<file path="src/rtl/ppl_ctrl_if.sv">
// ppl_ctrl_if: decode/execute hazard inputs and stall/flush/redirect outputs of the pipeline sequencer
interface ppl_ctrl_if #(
    parameter int DW = 16
);
    logic [2:0]    ID_rs1;
    logic [2:0]    ID_rs2;
    logic          ID_rs1_en;
    logic          ID_rs2_en;
    logic          ID_valid;
    logic [DW-1:0] ID_inst_addr;
    logic [2:0]    EX_rd;
    logic          EX_RegWe;
    logic          EX_RWSel;
    logic          EX_jump_taken;
    logic [DW-1:0] EX_jump_addr;
    logic          EX_mret;
    logic          mem_busy;
    logic          int_req;
    logic [2:0]    hold_flag;
    logic [2:0]    clear_flag;
    logic          pc_redirect;
    logic [DW-1:0] pc_target;
    logic          int_ack;
    logic [DW-1:0] epc;
    logic          int_ie;

    modport master (
        output ID_rs1, ID_rs2, ID_rs1_en, ID_rs2_en, ID_valid, ID_inst_addr,
               EX_rd, EX_RegWe, EX_RWSel, EX_jump_taken, EX_jump_addr, EX_mret,
               mem_busy, int_req,
        input  hold_flag, clear_flag, pc_redirect, pc_target, int_ack, epc, int_ie
    );

    modport slave (
        input  ID_rs1, ID_rs2, ID_rs1_en, ID_rs2_en, ID_valid, ID_inst_addr,
               EX_rd, EX_RegWe, EX_RWSel, EX_jump_taken, EX_jump_addr, EX_mret,
               mem_busy, int_req,
        output hold_flag, clear_flag, pc_redirect, pc_target, int_ack, epc, int_ie
    );
endinterface

</file>
<file path="src/rtl/ppl_ctrl.sv">
// ppl_ctrl: pipeline stall/flush/redirect sequencer; interrupt entry/return present only with PPL_CTRL_INT_EN
module ppl_ctrl #(
    parameter int                   DW         = 16,
    parameter int                   CPU_WIDTH  = 16,
    parameter logic [CPU_WIDTH-1:0] INT_VECTOR = 16'h0010
) (
    input logic       clk,
    input logic       rst_n,
    ppl_ctrl_if.slave bus
);
    localparam logic [2:0] HOLD_NONE  = 3'd0;
    localparam logic [2:0] HOLD_ID    = 3'd2;
    localparam logic [2:0] HOLD_PPL   = 3'd4;
    localparam logic [2:0] CLEAR_NONE = 3'd0;
    localparam logic [2:0] CLEAR_EX   = 3'd2;

    typedef enum logic {RUN, FLUSH} state_t;

    state_t        r_state;
    logic          w_run;
    logic          w_flush;
    logic          w_load_use;
    logic          w_jump;
    logic          w_mret;
    logic          w_int;
    logic          w_redirect;
    logic          w_lu;
    logic [DW-1:0] w_epc;
    logic          w_int_ie;

    assign w_run   = rst_n & ~bus.mem_busy & (r_state == RUN);
    assign w_flush = rst_n & ~bus.mem_busy & (r_state == FLUSH);
    assign w_load_use = bus.EX_RegWe & bus.EX_RWSel &
                        ((bus.ID_rs1_en & (bus.ID_rs1 == bus.EX_rd)) |
                         (bus.ID_rs2_en & (bus.ID_rs2 == bus.EX_rd)));
    assign w_jump     = w_run & bus.EX_jump_taken;
    assign w_redirect = w_jump | w_mret | w_int;
    assign w_lu       = w_run & ~w_redirect & w_load_use;

`ifdef PPL_CTRL_INT_EN
    logic [DW-1:0] r_epc;
    logic          r_int_ie;

    assign w_mret   = w_run & ~bus.EX_jump_taken & bus.EX_mret;
    assign w_int    = w_run & ~bus.EX_jump_taken & ~bus.EX_mret &
                      bus.int_req & r_int_ie & bus.ID_valid;
    assign w_epc    = r_epc;
    assign w_int_ie = r_int_ie;

    // The squashed ID instruction is the one to resume at after mret
    always_ff @(posedge clk or negedge rst_n) begin
        if (!rst_n) begin
            r_epc    <= '0;
            r_int_ie <= 1'b1;
        end else if (w_int) begin
            r_epc    <= bus.ID_inst_addr;
            r_int_ie <= 1'b0;
        end else if (w_mret) begin
            r_int_ie <= 1'b1;
        end
    end
`else
    logic w_unused;

    assign w_mret   = 1'b0;
    assign w_int    = 1'b0;
    assign w_epc    = '0;
    assign w_int_ie = 1'b0;
    assign w_unused = ^{bus.EX_mret, bus.int_req, bus.ID_valid, bus.ID_inst_addr};
`endif

    always_ff @(posedge clk or negedge rst_n) begin
        if (!rst_n)
            r_state <= RUN;
        else if (!bus.mem_busy)
            r_state <= w_redirect ? FLUSH : RUN;
    end

    // mem_busy freezes everything, so only the hold code survives it
    assign bus.hold_flag   = !rst_n        ? HOLD_NONE :
                             bus.mem_busy  ? HOLD_PPL  :
                             w_lu          ? HOLD_ID   : HOLD_NONE;
    assign bus.clear_flag  = (w_redirect | w_lu | w_flush) ? CLEAR_EX : CLEAR_NONE;
    assign bus.pc_redirect = w_redirect;
    assign bus.pc_target   = w_jump ? bus.EX_jump_addr :
                             w_mret ? w_epc            :
                             w_int  ? DW'(INT_VECTOR)  : '0;
    assign bus.int_ack     = w_int;
    assign bus.epc         = w_epc;
    assign bus.int_ie      = w_int_ie;
endmodule

</file>
<file path="src/flat_wrapper.sv">
// flat-port wrapper written by rule: the top's interface ports become plain ports
module ppl_ctrl_flat 
#(
    parameter int                   DW         = 16,
    parameter int                   CPU_WIDTH  = 16,
    parameter logic [CPU_WIDTH-1:0] INT_VECTOR = 16'h0010
)
  (clk, rst_n, bus_ID_rs1, bus_ID_rs2, bus_ID_rs1_en, bus_ID_rs2_en, bus_ID_valid, bus_ID_inst_addr, bus_EX_rd, bus_EX_RegWe, bus_EX_RWSel, bus_EX_jump_taken, bus_EX_jump_addr, bus_EX_mret, bus_mem_busy, bus_int_req, bus_hold_flag, bus_clear_flag, bus_pc_redirect, bus_pc_target, bus_int_ack, bus_epc, bus_int_ie);
  ppl_ctrl_if #(.DW(DW)) bus_i ();
  input logic clk;
  input logic rst_n;
  input wire logic [$bits(bus_i.ID_rs1)-1:0] bus_ID_rs1;
  input wire logic [$bits(bus_i.ID_rs2)-1:0] bus_ID_rs2;
  input wire logic [$bits(bus_i.ID_rs1_en)-1:0] bus_ID_rs1_en;
  input wire logic [$bits(bus_i.ID_rs2_en)-1:0] bus_ID_rs2_en;
  input wire logic [$bits(bus_i.ID_valid)-1:0] bus_ID_valid;
  input wire logic [$bits(bus_i.ID_inst_addr)-1:0] bus_ID_inst_addr;
  input wire logic [$bits(bus_i.EX_rd)-1:0] bus_EX_rd;
  input wire logic [$bits(bus_i.EX_RegWe)-1:0] bus_EX_RegWe;
  input wire logic [$bits(bus_i.EX_RWSel)-1:0] bus_EX_RWSel;
  input wire logic [$bits(bus_i.EX_jump_taken)-1:0] bus_EX_jump_taken;
  input wire logic [$bits(bus_i.EX_jump_addr)-1:0] bus_EX_jump_addr;
  input wire logic [$bits(bus_i.EX_mret)-1:0] bus_EX_mret;
  input wire logic [$bits(bus_i.mem_busy)-1:0] bus_mem_busy;
  input wire logic [$bits(bus_i.int_req)-1:0] bus_int_req;
  output wire logic [$bits(bus_i.hold_flag)-1:0] bus_hold_flag;
  output wire logic [$bits(bus_i.clear_flag)-1:0] bus_clear_flag;
  output wire logic [$bits(bus_i.pc_redirect)-1:0] bus_pc_redirect;
  output wire logic [$bits(bus_i.pc_target)-1:0] bus_pc_target;
  output wire logic [$bits(bus_i.int_ack)-1:0] bus_int_ack;
  output wire logic [$bits(bus_i.epc)-1:0] bus_epc;
  output wire logic [$bits(bus_i.int_ie)-1:0] bus_int_ie;
  assign bus_i.ID_rs1 = bus_ID_rs1;
  assign bus_i.ID_rs2 = bus_ID_rs2;
  assign bus_i.ID_rs1_en = bus_ID_rs1_en;
  assign bus_i.ID_rs2_en = bus_ID_rs2_en;
  assign bus_i.ID_valid = bus_ID_valid;
  assign bus_i.ID_inst_addr = bus_ID_inst_addr;
  assign bus_i.EX_rd = bus_EX_rd;
  assign bus_i.EX_RegWe = bus_EX_RegWe;
  assign bus_i.EX_RWSel = bus_EX_RWSel;
  assign bus_i.EX_jump_taken = bus_EX_jump_taken;
  assign bus_i.EX_jump_addr = bus_EX_jump_addr;
  assign bus_i.EX_mret = bus_EX_mret;
  assign bus_i.mem_busy = bus_mem_busy;
  assign bus_i.int_req = bus_int_req;
  assign bus_hold_flag = bus_i.hold_flag;
  assign bus_clear_flag = bus_i.clear_flag;
  assign bus_pc_redirect = bus_i.pc_redirect;
  assign bus_pc_target = bus_i.pc_target;
  assign bus_int_ack = bus_i.int_ack;
  assign bus_epc = bus_i.epc;
  assign bus_int_ie = bus_i.int_ie;
  ppl_ctrl #(.DW(DW), .CPU_WIDTH(CPU_WIDTH), .INT_VECTOR(INT_VECTOR)) u_core (.clk(clk), .rst_n(rst_n), .bus(bus_i));
endmodule
</file>
<file path="config.mk">
export PLATFORM = sky130hd
export DESIGN_NAME = ppl_ctrl_flat
export DESIGN_NICKNAME = d
export VERILOG_FILES = /design/src/rtl/ppl_ctrl_if.sv /design/src/rtl/ppl_ctrl.sv /design/src/flat_wrapper.sv
export SDC_FILE = /design/constraint.sdc
export NUM_CORES = 1
export LEC_CHECK = 0
export ABC_AREA = 1
export CORE_ASPECT_RATIO = 1.1
export CORE_MARGIN = 2
export CORE_UTILIZATION = 35
export DETAILED_ROUTE_END_ITERATION = 8
export DONT_BUFFER_PORTS = 1
export PLACE_DENSITY = 0.45
export SYNTH_ARGS = -nofsm -noshare
export SYNTH_HDL_FRONTEND = slang
export SYNTH_SLANG_ARGS = --single-unit
</file>
<file path="constraint.sdc">
create_clock -name clk -period 1.22 [get_ports clk]
set_input_delay 0 -clock clk [delete_from_list [all_inputs] [get_ports clk]]
set_output_delay 0 -clock clk [all_outputs]
set_load 0.005 [all_outputs]
</file>
---- Yosys cells after proc, flatten, opt, wreduce, memory -nomap -nowiden ----
Cells that the tools add are included.
word-level totals
  ROM bits ................................ 0
  latch bits .............................. 0
  input port bits ......................... 52
  memories ................................ 0
  flip-flop bits (word level) ............. 1
  logic and storage cells ................. 25
  output and inout bits ................... 41
  RAM bits ................................ 0
operators by class
  add/subtract/negate cells ............... 0
  mux-type cells .......................... 6
  shift-type cells ........................ 0
  reduce and logical (&&, ||, !) cells .... 0
  bitwise operators ....................... 16
  $lt $le $gt $ge ......................... 0
  divide/modulo/power cells ............... 0
  equality and inequality tests ........... 2
  $mul .................................... 0
operators by type and width
  cell           number
  $mux W16       1
  $and A1 B1 Y1  10
  $eq A3 B3 Y1   2
  $mux W3        2
  $mux W2        2
  $not A1 Y1     3
  $or A1 B1 Y1   3
  $mux W1        1

---- Longest topological paths before layout ----
  depth in word-level cells ............... 10
  depth in mapped cells ................... 8
  mapped depth without buffers ............ 8

---- Worst setup path after synthesis ----
Ideal clock, no wire load.
  path type ............................... register -> register
  start point ............................. register u_core.r_state
  end point ............................... register u_core.r_state
  path buffers ............................ 1
  stages on the path, launching flop included .. 5
  slack ................................... 0.349 ns
  period minus slack after synthesis ...... 0.871 ns
  data required time ...................... 1.155 ns
  arrival time ............................ 0.806 ns
  cell sequence ........................... dfrtp_1 nor2_4 nand2_4 buf_8 nand2_1
between the ends
  word-level cells in the longest chain between the ends .. 4
ends and longest elaborated chain
  item                    line            source
  start, declared         ppl_ctrl.sv:19  state_t r_state;
  start signal, assigned  ppl_ctrl.sv:76  r_state <= w_redirect ? FLUSH : RUN;
  $not A1 Y1              ppl_ctrl.sv:31  assign w_run = rst_n & ~bus.mem_busy & (r_state == RUN);
  $and A1 B1 Y1           ppl_ctrl.sv:31
  $and A1 B1 Y1           ppl_ctrl.sv:36  assign w_jump = w_run & bus.EX_jump_taken;
  $mux W1                 ppl_ctrl.sv:76
Every way passes these cells.
A chain may end at the register's enable or synchronous reset.

---- Final worst setup path ----
Ends and elaborated chain as after synthesis.

==> impl_metrics.toml <==
[critical_path]
rrSetupSlack_ns = 0.35
critPathMaxFanout = 18
reg2reg_depth = 3
end_kind = "flip-flop"
r2r_end = "u_core.r_state$_DFFE_PN0N_"
crit_required_ns = 1.09
worst_setup_path_start_kind = "flip-flop"
crit_type = "flip-flop to flip-flop"
cp.arrival_ns = 0.74
r2r-start = "u_core.r_state$_DFFE_PN0N_"

[synthesis]
synth_seq_area_share_pct = 4.52
synth_top_area_share_pct = 28.5
avgSynthCellArea_sq_um = 5.32
syn_area_sq_um = 553
ys_ff_latch = 1
synth_area_leaders = "buf_4, inv_1, nand2_1, nor2_1, nor2_2"
netlist_instances = 104
synth_top_area_cell = "buf_4"
synth_cell_types = 15
yosys_warnings = 0

[layout]
num-fill-cells = 182
fin_area_sq_um = 487
diodes = 0
final_cell_mix = "inv_1, nand2_1, conb_1"
fin_nets = 157
reg_top3 = "u_core.r_state x1"
seq_area_sq_um = 25.0
areaGrowthSynthToFinish_pct = -12.0
largest-register = "u_core.r_state"
final_cells = 120
final_core_util_pct = 32.0
largest_reg_flops = 1
multi_input_area_sq_um = 325
final_common_cell = "inv_1"
drive_gt1_share_pct = 11.7

[drt]
num_vias = 452
drt_iter0_drc = 0
via_per_inst = 3.77
wl_um = 796
drcViolationCount = 0
detail-route-antenna-nets = 0
wl_per_cell_um = 6.63
first_pass_iters = 1

[placed_design]
dp_cells = 119
place_hpwl_um = 756
gp_congestion = 0.583
dpl_cell_area_sq_um = 477
io_buffers = 0

[timing]
fin_setup_tns_ns = 0
fin_crit_ns = 0.866
slew_violations = 0
fmax_mhz = 1160
rsz0062_at_grt = "no"
hold_viol = 0
fin_skew_ns = 0
setup_viol = 0
finalCritPeriodShare_pct = 71.0

[global_routing]
grt_max_degree = 19
grt_first_pass_wirelength_um = 1040
grt_overflow = 0
first_global_vias = 290
antenna_found_initial = 0
grt_use_total_pct = 6.50

[floorplan]
io_pins = 93
initial_core_util_pct = 36.4
die_h_um = 45.7
row_count = 15
die-area_sq_um = 1910
core_area_sq_um = 1520
die_x_um = 41.9

[hold_path]
min_path_cells = 2
min_to = "bus_pc_target[0]"
min-delay-path-class = "primary input to output port"
min_from = "bus_EX_jump_addr[0]"

[status]
run_status = "finished clean"

[flow_run]
drv_cap = 0

[clocking]
cts_resized = 0
cts_setup_buffers = 0
insertion_delay_ns = 0
clk_pin_slew_ns = 0

[power]
leakagePower_nw = 0.382
p_per_area_nw_per_um2 = 280
vdd_drop_max_uv = 177
## what timing repair did
action,CTS,global route
endpoints found under the hold margin,1,0
setup endpoints to repair,0,0
hold buffers,1,0
## through the flow
step / setup WS, ns / total power, mW / hold slack, ns
floorplan: 0.349 / 0.178 / -0.296
global placement: 0.349 / 0.133 / -0.296
detailed placement: 0.343 / 0.134 / -0.295
CTS: 0.339 / 0.137 / 0.0744
global route: 0.271 / 0.157 / 0.0835
finish: 0.354 / 0.136 / 0.0734
## metal layers
| metal | wire [um] | vias to the layer above | GRT usage [%] |
|---|---|---|---|
| met4 | 0 | 0 | 0 |
| met3 | 115 | 0 | 1.59 |
| met1 | 290 | 171 | 7.09 |
| li1 | - | 243 | - |
| met5 | 0 | - | 0 |
| met2 | 390 | 38 | 13.4 |
## worst max-delay path, cell delays in order (launching register included)
cell and delay (ns):
dfrtp_1 0.41, nor2_4 0.06, nand2_4 0.19, nand2_1 0.07
## final cells by class
type / count / area share, %
multi-input cells: 73 / 66.8
inverters: 28 / 21.6
flip-flops and latches: 1 / 5.14
well taps: 17 / 4.37
repair buffers: 1 / 2.06
## power breakdown
part	internal [mW]	total, mW	switching [mW]
clock	0	0	0
combinational	0.0315	0.0958	0.0643
sequential	0.0365	0.0406	0.00417
## worst max path at each step
stage / startpoint / end / slack (ns) / cells after the start
finish: u_core.r_state$_DFFE_PN0N_ / u_core.r_state$_DFFE_PN0N_ / 0.35 / 3
global route: u_core.r_state$_DFFE_PN0N_ / u_core.r_state$_DFFE_PN0N_ / 0.27 / 3
CTS: u_core.r_state$_DFFE_PN0N_ / u_core.r_state$_DFFE_PN0N_ / 0.34 / 3
detailed placement: u_core.r_state$_DFFE_PN0N_ / u_core.r_state$_DFFE_PN0N_ / 0.34 / 3
global placement: u_core.r_state$_DFFE_PN0N_ / u_core.r_state$_DFFE_PN0N_ / 0.35 / 3
floorplan: u_core.r_state$_DFFE_PN0N_ / u_core.r_state$_DFFE_PN0N_ / 0.35 / 4
## cells in the mapped netlist
master and count:
nor2_4 2, nand2_1 24, nand2_4 1, nor3_1 1, conb_1 1, nand2_2 1
inv_1 27, buf_4 21, buf_8 1, nor2_2 7, nand3b_1 1, nor2_1 14
o21bai_1 1, inv_2 1, dfrtp_1 1
## logic make-up (layout without fill, tap and decap cells)
kind of cell | after synthesis | in the layout | share of synthesized area, %
and+or+nand+nor | 51 | 51 | 43.2
buffers and inverters | 50 | 29 | 50.2
other | 1 | 21 | 0.678
AOI/OAI and AO/OA | 1 | 1 | 1.36
DFF | 1 | 1 | 4.52
No activity file was read; power rests on OpenSTA's default activity.
